===== config.mk =====
export PLATFORM = sky130hd
export DESIGN_NAME = fetch_unit
export DESIGN_NICKNAME = d
export VERILOG_FILES = /design/src/rtl/fetch_unit.sv
export SDC_FILE = /design/constraint.sdc
export NUM_CORES = 1
export LEC_CHECK = 0
export ABC_AREA = 0
export CORE_MARGIN = 5
export CORE_UTILIZATION = 58
export DETAILED_ROUTE_END_ITERATION = 16
export PLACE_DENSITY_LB_ADDON = 0.1
export SYNTH_ARGS = -nofsm -noshare
export SYNTH_HDL_FRONTEND = slang
export SYNTH_SLANG_ARGS = --single-unit

===== constraint.sdc =====
create_clock -name clk -period 7.83 [get_ports clk]
set_input_delay 2.349 -clock clk [delete_from_list [all_inputs] [get_ports clk]]
set_output_delay 2.349 -clock clk [all_outputs]
set_load 0.02 [all_outputs]

===== src/rtl/fetch_unit.sv =====
// Instruction fetch stage: sequential PC generation, one-cycle-latency imem interface,
// a one-entry skid buffer behind a registered decode-facing output, and redirect handling.
module fetch_unit #(
  parameter int          ADDR_WIDTH = 11,
  parameter logic [31:0] RESET_PC   = 32'h0000_0000
) (
  input  logic                  clk,
  input  logic                  reset,
  output logic [ADDR_WIDTH-1:0] imem_addr,
  input  logic [31:0]           imem_dout,
  input  logic                  redirect_valid,
  input  logic [31:0]           redirect_pc,
  input  logic                  id_ready,
  output logic                  instr_valid,
  output logic [31:0]           instr,
  output logic [31:0]           instr_pc
);

  logic [31:0] pc_q;
  logic        rsp_valid;
  logic [31:0] rsp_pc;
  logic        skid_valid;
  logic [31:0] skid_instr;
  logic [31:0] skid_pc;
  logic        out_valid;
  logic [31:0] out_instr;
  logic [31:0] out_pc;
  logic        issue;
  logic        load;

  // Issue/load decisions and the memory address for this cycle
  always_comb begin
    issue = !skid_valid && (!out_valid || id_ready);
    load  = !out_valid || id_ready;
    if (reset) begin
      imem_addr = RESET_PC[ADDR_WIDTH+1:2];
    end else if (redirect_valid) begin
      imem_addr = redirect_pc[ADDR_WIDTH+1:2];
    end else begin
      imem_addr = pc_q[ADDR_WIDTH+1:2];
    end
  end

  // PC, in-flight tracking, skid buffer and output register
  always_ff @(posedge clk) begin
    if (reset) begin
      pc_q       <= RESET_PC;
      rsp_valid  <= 1'b0;
      rsp_pc     <= 32'h0000_0000;
      skid_valid <= 1'b0;
      skid_instr <= 32'h0000_0000;
      skid_pc    <= 32'h0000_0000;
      out_valid  <= 1'b0;
      out_instr  <= 32'h0000_0000;
      out_pc     <= 32'h0000_0000;
    end else if (redirect_valid) begin
      // Everything older than the redirect target is squashed, even a stalled output.
      pc_q       <= redirect_pc + 32'd4;
      rsp_valid  <= 1'b1;
      rsp_pc     <= redirect_pc;
      skid_valid <= 1'b0;
      out_valid  <= 1'b0;
    end else begin
      if (issue) begin
        pc_q      <= pc_q + 32'd4;
        rsp_valid <= 1'b1;
        rsp_pc    <= pc_q;
      end else begin
        rsp_valid <= 1'b0;
      end

      if (load) begin
        if (skid_valid) begin
          out_valid  <= 1'b1;
          out_instr  <= skid_instr;
          out_pc     <= skid_pc;
          skid_valid <= 1'b0;
        end else if (rsp_valid) begin
          out_valid <= 1'b1;
          out_instr <= imem_dout;
          out_pc    <= rsp_pc;
        end else begin
          out_valid <= 1'b0;
        end
      end else if (rsp_valid) begin
        // Issue is blocked while the skid is full, so it is always empty here.
        skid_valid <= 1'b1;
        skid_instr <= imem_dout;
        skid_pc    <= rsp_pc;
      end else begin
        skid_valid <= skid_valid;
      end
    end
  end

  assign instr_valid = out_valid;
  assign instr       = out_instr;
  assign instr_pc    = out_pc;

endmodule


==> summary.txt, run 1 <==
Result of the run - completed
Static Leakage - 3.77 nW
Maximum single-stage delay on the critical path - 620 ps
Row cnt - 45
Sinks on Clock Net - 195
Max-slew headroom at the worst pin - 33.3%
Share of the cycle needed by the critical path after routing - 78.7%
Setup repair after global routing missed its margin - no
Power Dens Cells - 201 nW/µm²
Library cells used by synthesis - 48
Post-cts resize count - 0
Post-detailed-placement half-perimeter wirelength - 14,700 µm
Dominant delay contributor by cell family on the critical path - buffers and inverters
Most common cell after layout, fill and taps aside - sky130_fd_sc_hd__nand2_1
Top fanout value on the critical path - 5
Largest net degree at the start of global routing - 93
Die boundary height - 134 µm
Top-Level Pins - 144
Detail-routed via count per cell - 5.68
Min Clock Period, post-route - 6160 ps
Number of input and output port buffers inserted - 143
Worst setup skew after layout - 9.50 ps
Class of the most critical hold timing path - reg -> reg
Avg Inst Size Synth - 8.32 µm²
Final net count - 1,232
Place WS - 1660 ps
Library cell appearing most often on the critical path - sky130_fd_sc_hd__clkdlybuf4s50_1
Total area of multi-input combinational cells - 4680 µm²
Most used cells in the layout excluding fill and tap cells - 197 x sky130_fd_sc_hd__nand2_1, 194 x sky130_fd_sc_hd__dfxtp_1, 141 x sky130_fd_sc_hd__clkdlybuf4s50_1
Fin. max-slew vios - 0
Layout cells sized above 1 - 4.85%
Hold bufs inserted after CTS - 0
Number of enable flip-flop cells after synthesis - 0
H-tree depth - 4
Antenna violations before repair - 0
Drt initial violations - 594
Critical path startpoint category - input pin
Main synth FF type - sky130_fd_sc_hd__dfxtp_1
DRT antenna net count - 0
List of cells traversed by the critical path - clkdlybuf4s50_1 -> mux2i_1 -> nor2_1 -> clkdlybuf4s50_1
Final setup violation count - 0
Transition time at the pin with the least slew margin - 1000 ps
Number of global-route vias before repair - 6,980
Post-synthesis sequential area ratio - 43.7%
Global-route wire length before repair - 34,600 µm
Number of endpoints with negative hold slack in the final report - 0
Setup Buffers After CTS - 0
Async set or reset register ratio after synthesis - 0%
Setup slack of the critical path after layout - 1670 ps
Starting Density - 59.0%
Router iterations before antenna repair - 5
# fillers - 1,252
Dominant cells by area after synthesis - sky130_fd_sc_hd__dfxtp_1 44%, sky130_fd_sc_hd__mux2i_1 10%, sky130_fd_sc_hd__nand2_1 8.3%
Die boundary width - 134 µm
Top-area cell type share of the netlist area - 43.7%
Clock root buffer - sky130_fd_sc_hd__clkbuf_16
Cell accounting for the most synthesized area - sky130_fd_sc_hd__dfxtp_1
Cell type of the slowest stage on the worst timing path - sky130_fd_sc_hd__clkdlybuf4s50_1
Arr. time, crit path - 3810 ps
Clk slew on worst S/H paths - 70 ps
Total global-route track usage - 23.5%
Highest Clock Rate - 162 MHz
IR drop worst, VDD - 0.153 mV
Number of warnings reported in the yosys synthesis log - 0
Total buffers and inverters traversed by the critical path - 2
Setup Crit Path Kind - in -> out
Latest clock arrival within the worst-skew pair - 430 ps
Die footprint - 18,000 µm²
Number of register bits inferred by synthesis - 195
Sequential cell area in the final layout - 3910 µm²
Core area - 15,100 µm²
Area added between synthesis and finish - 22.6%
Detailed-route wire length - 21,700 µm
Number of CTS-inserted buffers - 17
Number of remaining DRC errors - 0
Remaining global-route overflow - 0
Net Count, Synth - 1,142
CP required - 5480 ps
Reported max-cap violation count - 0
Final weighted congestion in routability-driven placement - 0.895
Number of instances in the synthesized netlist - 1,073
Count of vias placed by the detailed router - 7,753
Routed wirelength normalized by instance count - 15.9 µm
Total standard cell area after synthesis - 8930 µm²
Accumulated negative setup slack - 0 ps
CTS tree - done
Kind of end point of the critical path - primary output
Final core utilization - 72.3%
Number of buffers on the longest clock path - 2
routing by layer:
layer	part of all wire [%]	global-route usage, %
met5	0	0
met4	1.9	8.26
met3	5.3	4.09
met2	45	35.9
met1	48	33.8
worst register-to-register path: cells and delay by family (launching register included):
family	cells	cell delay [ps]
flip-flops	1	710
AO/OA/AOI/OAI	1	120
AND/OR/NAND/NOR	3	1820
where the power goes:
part | internal, mW | switching [mW]
Clock | 0.425 | 0.401
Sequential | 1.04 | 0.0412
Combinational | 0.140 | 0.157
Total | 1.60 | 0.599
stage by stage:
| stage | power (mW) | instance area (µm²) | hold slack (ps) | cells |
|---|---|---|---|---|
| 2_1_floorplan | 1.26 | 8930 | 436 | 1073 |
| 3_3_place_gp | 1.39 | 10400 | 441 | 1332 |
| 3_5_place_dp | 1.40 | 10400 | 446 | 1332 |
| 4_1_cts | 2.22 | 10900 | 456 | 1364 |
| 5_1_grt | 2.29 | 10900 | 471 | 1364 |
| 6_report | 2.20 | 10900 | 456 | 1365 |
cells by family (layout without fill, tap and decap cells):
| kind of cell | Yosys count | in the layout | synth area share [%] |
|---|---|---|---|
| other cells | 0 | 1 | 0 |
| buf+inv | 92 | 195 | 4.08 |
| xor+xnor | 49 | 49 | 4.81 |
| simple gates | 414 | 414 | 20.8 |
| compound gates | 229 | 229 | 16.1 |
| flops | 195 | 195 | 43.7 |
| mux | 93 | 93 | 10.4 |
| fa+ha+maj | 1 | 1 | 0.140 |
flip-flops by register name (all words and copies together), names as in the netlist:
signal,count
instr_pc,32
skid_valid,1
rsp_pc,32
skid_instr,32
instr,32
rsp_valid,1
pc_q,32
instr_valid,1
skid_pc,32
path summary, 6_finish.rpt:
kind	from	end	slack, ps	depth (start not counted)
max	redirect_pc[12]	imem_addr[10]	1670	4
min	skid_pc[26]	skid_pc[26]	460	2
max reg2reg	skid_valid	pc_q[28]	5030	4
min reg2reg	skid_pc[26]	skid_pc[26]	460	2
synth_stat cells, types with 2 or more instances:
cell                       count
sky130_fd_sc_hd__nand2_1     197
sky130_fd_sc_hd__dfxtp_1     195
sky130_fd_sc_hd__nor2_1      111
sky130_fd_sc_hd__a21oi_1      95
sky130_fd_sc_hd__mux2i_1      92
sky130_fd_sc_hd__a211oi_1     84
sky130_fd_sc_hd__clkbuf_1     69
sky130_fd_sc_hd__xnor2_1      27
sky130_fd_sc_hd__o21ai_0      22
sky130_fd_sc_hd__xor2_1       22
sky130_fd_sc_hd__and2_1       21
sky130_fd_sc_hd__nand3_1      20
sky130_fd_sc_hd__nand4_1      16
sky130_fd_sc_hd__buf_1        12
sky130_fd_sc_hd__nand2b_1     12
sky130_fd_sc_hd__nand3b_1      8
sky130_fd_sc_hd__nand4b_1      7
sky130_fd_sc_hd__inv_1         6
sky130_fd_sc_hd__nor3_1        5
sky130_fd_sc_hd__o22ai_1       5
sky130_fd_sc_hd__a22oi_1       4
sky130_fd_sc_hd__a221oi_1      3
sky130_fd_sc_hd__a222oi_1      3
sky130_fd_sc_hd__buf_2         3
sky130_fd_sc_hd__o21a_1        3
sky130_fd_sc_hd__or3_1         3
sky130_fd_sc_hd__a31oi_1       2
sky130_fd_sc_hd__and4_1        2
sky130_fd_sc_hd__buf_6         2
sky130_fd_sc_hd__nand3b_4      2
sky130_fd_sc_hd__nor2b_1       2
sky130_fd_sc_hd__or4_1         2
cell type report:
cell class,count,share of cell area (%)
sequential,195,35.7
clock inverter,14,1.12
antenna,1,0.0229
clock buffer,18,4.01
tap,188,2.15
multi-input combinational,786,42.8
inverter,6,0.206
timing repair buffer,157,14.0
Note: power is estimated with default switching activity, not from simulation.
==> inputs of run 2 (changes only) <==
CORE_UTILIZATION = 49   (was 58)
clock period = 5.5 ns   (was 7.83 ns; I/O delays follow)
==> run 2 against run 1 <==
Via count fell by 0.72%; largest power group unchanged; power rose by 48%; utilization fell by 11 points; highest routed layer unchanged; first-iteration DRC count fell by 11%; largest cell class unchanged.
==> summary.txt, run 2 (same netlist as run 1, synthesis figures left out) <==
Remaining global-route overflow - 0 (unchanged)
Detailed-route wire length - 22,500 µm (+3.6%)
Number of input and output port buffers inserted - 143 (unchanged)
CTS tree - done
Combinational fraction of design power - 13.0% (-0.5 points)
Setup Crit Path Kind - in -> out
Sinks on Clock Net - 195 (unchanged)
Launch point of the critical path - redirect_valid
Post-detailed-placement half-perimeter wirelength - 15,100 µm (+2.9%)
Layout cells sized above 1 - 5.08% (+0.24 points)
Power Dens Cells - 294 nW/µm² (+46%)
Highest Clock Rate - 210 MHz
Core area - 18,000 µm² (+19%)
Critical path startpoint category - input pin
Number of global-route vias before repair - 6,953 (-0.39%)
Starting Density - 49.7% (-9.2 points)
Clock root buffer - sky130_fd_sc_hd__clkbuf_16
Largest net degree at the start of global routing - 93 (unchanged)
Crit Reg-Reg Startpoint - pc_q[3]
H-tree depth - 4 (unchanged)
Drt initial violations - 529 (-11%)
Min Clock Period, post-route - 4750 ps
Total global-route track usage - 20.6% (-2.9 points)
Antenna violations before repair - 0 (unchanged)
Switch Pwr - 0.843 mW (+41%)
Final antenna diode count - 0 (-1)
Detail-routed via count per cell - 5.46 (-3.8%)
Post-route insts no fill - 1,409 (+3.2%)
Top fanout value on the critical path - 62 (+57)
Launch instance of the worst min-delay path - skid_pc[22]
Final weighted congestion in routability-driven placement - 0.917 (+2.4%)
Final hold slack - 455 ps (-0.954 ps)
Cell internal power dissipation - 2.42 mW (+51%)
Transition time at the pin with the least slew margin - 976 ps (-24.8 ps)
Router iterations before antenna repair - 5 (unchanged)
Worst setup skew after layout - 11.6 ps (+2.09 ps)
Count of vias placed by the detailed router - 7,697 (-0.72%)
Most common cell after layout, fill and taps aside - sky130_fd_sc_hd__nand2_1
Static Leakage - 3.83 nW (+1.4%)
Number of remaining DRC errors - 0 (unchanged)
Switch share - 25.9% (-1.3 points)
Power share of the sequential group - 47.2% (-1.8 points)
Share of the cycle needed by the critical path after routing - 86.4%
Result of the run - completed
# fillers - 1,631 (+30%)
Top-Level Pins - 144 (unchanged)
CP required - 3850 ps (-1630 ps)
Area added between synthesis and finish - 24.0%
DRT antenna net count - 0 (unchanged)
Die footprint - 21,000 µm² (+17%)
Most used cells in the layout excluding fill and tap cells - 197 x sky130_fd_sc_hd__nand2_1, 194 x sky130_fd_sc_hd__dfxtp_1, 141 x sky130_fd_sc_hd__clkdlybuf4s50_1
Die boundary height - 145 µm (+8.1%)
Clock power frac - 39.8% (+2.3 points)
IR drop worst, VDD - 0.214 mV (+40%)
Setup repair after global routing missed its margin - no
Die boundary width - 145 µm (+8.1%)
Setup Buffers After CTS - 0 (unchanged)
Post-cts resize count - 0 (unchanged)
Arr. time, crit path - 3100 ps (-710 ps)
Hold bufs inserted after CTS - 0 (unchanged)
Max-slew headroom at the worst pin - 34.9% (+1.7 points)
Routed wirelength normalized by instance count - 16.0 µm (+0.34%)
Number of buffers on the longest clock path - 2 (unchanged)
Global-route wire length before repair - 36,800 µm (+6.4%)
Reported max-cap violation count - 0 (unchanged)
Fin. max-slew vios - 0 (unchanged)
Accumulated negative setup slack - 0 ps (unchanged)
Kind of end point of the critical path - primary output
Dpl cells - 1,377 (+3.4%)
Final setup violation count - 0 (unchanged)
Number of CTS-inserted buffers - 17 (unchanged)
Row cnt - 49 (+8.9%)
Clk slew on worst S/H paths - 60 ps (about the same)
Class of the most critical hold timing path - reg -> reg
Final net count - 1,236 (+0.32%)
Number of endpoints with negative hold slack in the final report - 0 (unchanged)
Latest clock arrival within the worst-skew pair - 430 ps (about the same)
==> run 2: per-stage QoR <==
step | util [%] | power (mW) | setup WS [ps] | cell area, µm²
final | 61.7 | 3.26 | 745 | 11100
after global routing | 61.7 | 3.39 | 629 | 11100
after CTS | 61.7 | 3.28 | 743 | 11100
after global placement | 58.2 | 1.99 | 752 | 10500
after floorplan | - | 1.80 | 410 | 8930
after detailed placement | 58.2 | 2.00 | 750 | 10500
==> run 2: final cells by class <==
| type | count | area (µm²) | area share [%] |
|---|---|---|---|
| multi-input combinational | 786 | 4680 | 42.3 |
| timing repair buffer | 161 | 1570 | 14.1 |
| inverter | 6 | 22.5 | 0.203 |
| clock buffer | 19 | 443 | 4.00 |
| clock inverter | 13 | 171 | 1.55 |
| tap | 229 | 287 | 2.59 |
| sequential | 195 | 3910 | 35.3 |
==> run 2: worst max-delay path: stages <==
cell and delay, ps:
sky130_fd_sc_hd__buf_4 430, sky130_fd_sc_hd__mux2i_1 210, sky130_fd_sc_hd__nor2_1 160, sky130_fd_sc_hd__clkdlybuf4s50_1 620
==> run 2: per-layer routing <==
layer  share of wire, %  vias up  global-route usage [%]
met5                  0        -                       0
met4                1.8        0                    6.21
met3                4.5       27                    3.46
met2                 43      160                    29.7
met1                 50     3594                    31.5
li1                   -     3916                       -
==> run 2: worst paths after layout <==
kind | to | slack [ps] | cells past startpoint
min reg2reg | skid_pc[22] | 450 | 2
max | imem_addr[0] | 750 | 4
min | skid_pc[22] | 450 | 2
max reg2reg | pc_q[28] | 2860 | 9
==> run 2: power groups by stage <==
stage / combinational (mW) / clock (mW) / sequential, mW
final: 0.424 / 1.30 / 1.54
after global routing: 0.464 / 1.38 / 1.55
after CTS: 0.427 / 1.32 / 1.54
after detailed placement: 0.426 / 0 / 1.57
after global placement: 0.423 / 0 / 1.57
after floorplan: 0.208 / 0 / 1.59
==> inputs of run 3 (changes only) <==
CORE_UTILIZATION = 54   (was 49)
clock period = 5.34 ns   (was 5.5 ns; I/O delays follow)
==> run 3 against run 2 <==
Utilization is 5.8 points higher; sequential share of layout area hardly changed; power is 1.6% higher; design area is 0.14% lower; sequential power is 3% higher; critical path type unchanged; first-iteration DRC count is 11% higher; final cell count is 0.57% lower; largest power group unchanged; worst hold slack hardly changed; non-clock buffer count is 1 higher.
==> summary.txt, run 3 (same netlist as run 1, synthesis figures left out) <==
Core area - 16,400 µm² (-8.7%)
Setup repair after global routing missed its margin - no
Clock root buffer - sky130_fd_sc_hd__clkbuf_16
Top fanout value on the critical path - 5 (-92%)
Critical path startpoint category - input pin
Met1 GRT Util - 32.5% (+0.98 points)
Result of the run - completed
Total buffers and inverters traversed by the critical path - 2 (unchanged)
Final setup violation count - 0 (unchanged)
Router iterations before antenna repair - 5 (unchanged)
Die boundary height - 139 µm (-4.4%)
Die footprint - 19,200 µm² (-8.6%)
Min Clock Period, post-route - 4660 ps
Max-slew headroom at the worst pin - 23.6% (-11 points)
Antenna violations before repair - 0 (unchanged)
Number of CTS-inserted buffers - 17 (unchanged)
Fin. max-slew vios - 0 (unchanged)
Transition time at the pin with the least slew margin - 1150 ps (+170 ps)
Final antenna diode count - 0 (unchanged)
Setup Buffers After CTS - 0 (unchanged)
Most used cells in the layout excluding fill and tap cells - 197 x sky130_fd_sc_hd__nand2_1, 194 x sky130_fd_sc_hd__dfxtp_1, 141 x sky130_fd_sc_hd__clkdlybuf4s50_1
Power Dens Cells - 299 nW/µm² (+1.7%)
Clk slew on worst S/H paths - 70 ps (about the same)
CP required - 3740 ps (-110 ps)
Kind of end point of the critical path - primary output
Final weighted congestion in routability-driven placement - 0.881 (-3.9%)
Post-cts resize count - 0 (unchanged)
Latest clock arrival within the worst-skew pair - 430 ps (about the same)
Number of remaining DRC errors - 0 (unchanged)
Area added between synthesis and finish - 23.9%
Total global-route track usage - 22.3% (+1.7 points)
Drt initial violations - 585 (+11%)
Global-route wire length before repair - 36,000 µm (-2.2%)
GR met3 Demand/Resource - 3.34% (-0.12 points)
IR drop worst, VDD - 0.228 mV (+6.5%)
Post-detailed-placement half-perimeter wirelength - 14,800 µm (-2.3%)
Number of global-route vias before repair - 7,116 (+2.3%)
Highest Clock Rate - 215 MHz
Overall power of the completed layout - 3.31 mW (+1.6%)
Routed wirelength normalized by instance count - 15.7 µm (-1.4%)
Reported max-cap violation count - 0 (unchanged)
Number of buffers on the longest clock path - 2 (unchanged)
Most utilized layer in the global route result - met2
Detail-routed via count per cell - 5.53 (+1.2%)
Maximum single-stage delay on the critical path - 620 ps (about the same)
Top-Level Pins - 144 (unchanged)
Dominant delay contributor by cell family on the critical path - buffers and inverters
Detailed-route wire length - 22,100 µm (-1.9%)
Number of endpoints with negative hold slack in the final report - 0 (unchanged)
DRT antenna net count - 0 (unchanged)
Sinks on Clock Net - 195 (unchanged)
Library cell appearing most often on the critical path - sky130_fd_sc_hd__clkdlybuf4s50_1
Static Leakage - 3.83 nW (about the same)
Post-route design area - 11,100 µm² (-0.14%)
Sequential cell area in the final layout - 3910 µm² (unchanged)
Number of input and output port buffers inserted - 143 (unchanged)
Total area of multi-input combinational cells - 4680 µm² (unchanged)
Setup Crit Path Kind - in -> out
List of cells traversed by the critical path - clkdlybuf4s50_1 -> nand2_1 -> a21oi_1 -> clkdlybuf4s50_1
Cell type of the slowest stage on the worst timing path - sky130_fd_sc_hd__clkdlybuf4s50_1
Final net count - 1,237 (+0.081%)
Hold bufs inserted after CTS - 0 (unchanged)
Die boundary width - 139 µm (-4.4%)
Final core utilization - 67.4% (+5.8 points)
GRT met2 Usage - 35.0% (+5.2 points)
Area post-placement - 10,500 µm² (about the same)
Arr. time, crit path - 3060 ps (-40 ps)
Count of vias placed by the detailed router - 7,743 (+0.60%)
Largest net degree at the start of global routing - 99 (+6.5%)
CTS tree - done
Row cnt - 47 (-4.1%)
Accumulated negative setup slack - 0 ps (unchanged)
Layout cells sized above 1 - 5.08% (about the same)
Remaining global-route overflow - 0 (unchanged)
Class of the most critical hold timing path - reg -> reg
Starting Density - 54.4% (+4.7 points)
Worst setup skew after layout - 8.20 ps (-3.39 ps)
# fillers - 1,410 (-14%)
Most common cell after layout, fill and taps aside - sky130_fd_sc_hd__nand2_1
H-tree depth - 4 (unchanged)
Share of the cycle needed by the critical path after routing - 87.3%
[run 3: final timing paths]
kind             startpoint              to  slack (ps)  cells past startpoint
max reg2reg         pc_q[2]        pc_q[28]        2840                     10
max          redirect_pc[6]    imem_addr[4]         680                      4
min reg2reg  skid_instr[23]  skid_instr[23]         460                      2
min          skid_instr[23]  skid_instr[23]         460                      2
[run 3: layout make-up]
class	instances	area share (%)
multi-input combinational	786	42.3
clock inverter	12	1.30
tap	220	2.49
timing repair buffer	162	14.3
sequential	195	35.3
clock buffer	20	4.04
inverter	6	0.204
[run 3: per-layer routing]
layer	wire (µm)	vias up	share of wire, %
met5	0	-	0
met4	254	0	1.2
met3	1130	19	5.1
met2	10000	193	45
met1	10700	3615	48
li1	-	3916	-
[run 3: through the flow]
step           cells  hold slack, ps  worst slack, ps
6_report        1401             455              679
4_1_cts         1401             456              673
3_5_place_dp    1369             446              679
3_3_place_gp    1369             441              697
5_1_grt         1401             470              601
2_1_floorplan   1073             436              346
[run 3: worst reg2reg max path: cells and delay by family (launching register included)]
| family | cells | cell delay, ps |
|---|---|---|
| simple gates | 3 | 660 |
| compound gates | 3 | 650 |
| flops | 1 | 370 |
| buf+inv | 2 | 330 |
| fa+ha+maj | 1 | 220 |
| mux | 1 | 130 |
[run 3: power by group]
group | leakage (nW) | switching, mW | internal (mW) | total [mW]
clock | 0.284 | 0.573 | 0.713 | 1.29
combinational | 1.94 | 0.233 | 0.207 | 0.439
sequential | 1.60 | 0.0597 | 1.52 | 1.58
total | 3.83 | 0.866 | 2.44 | 3.31
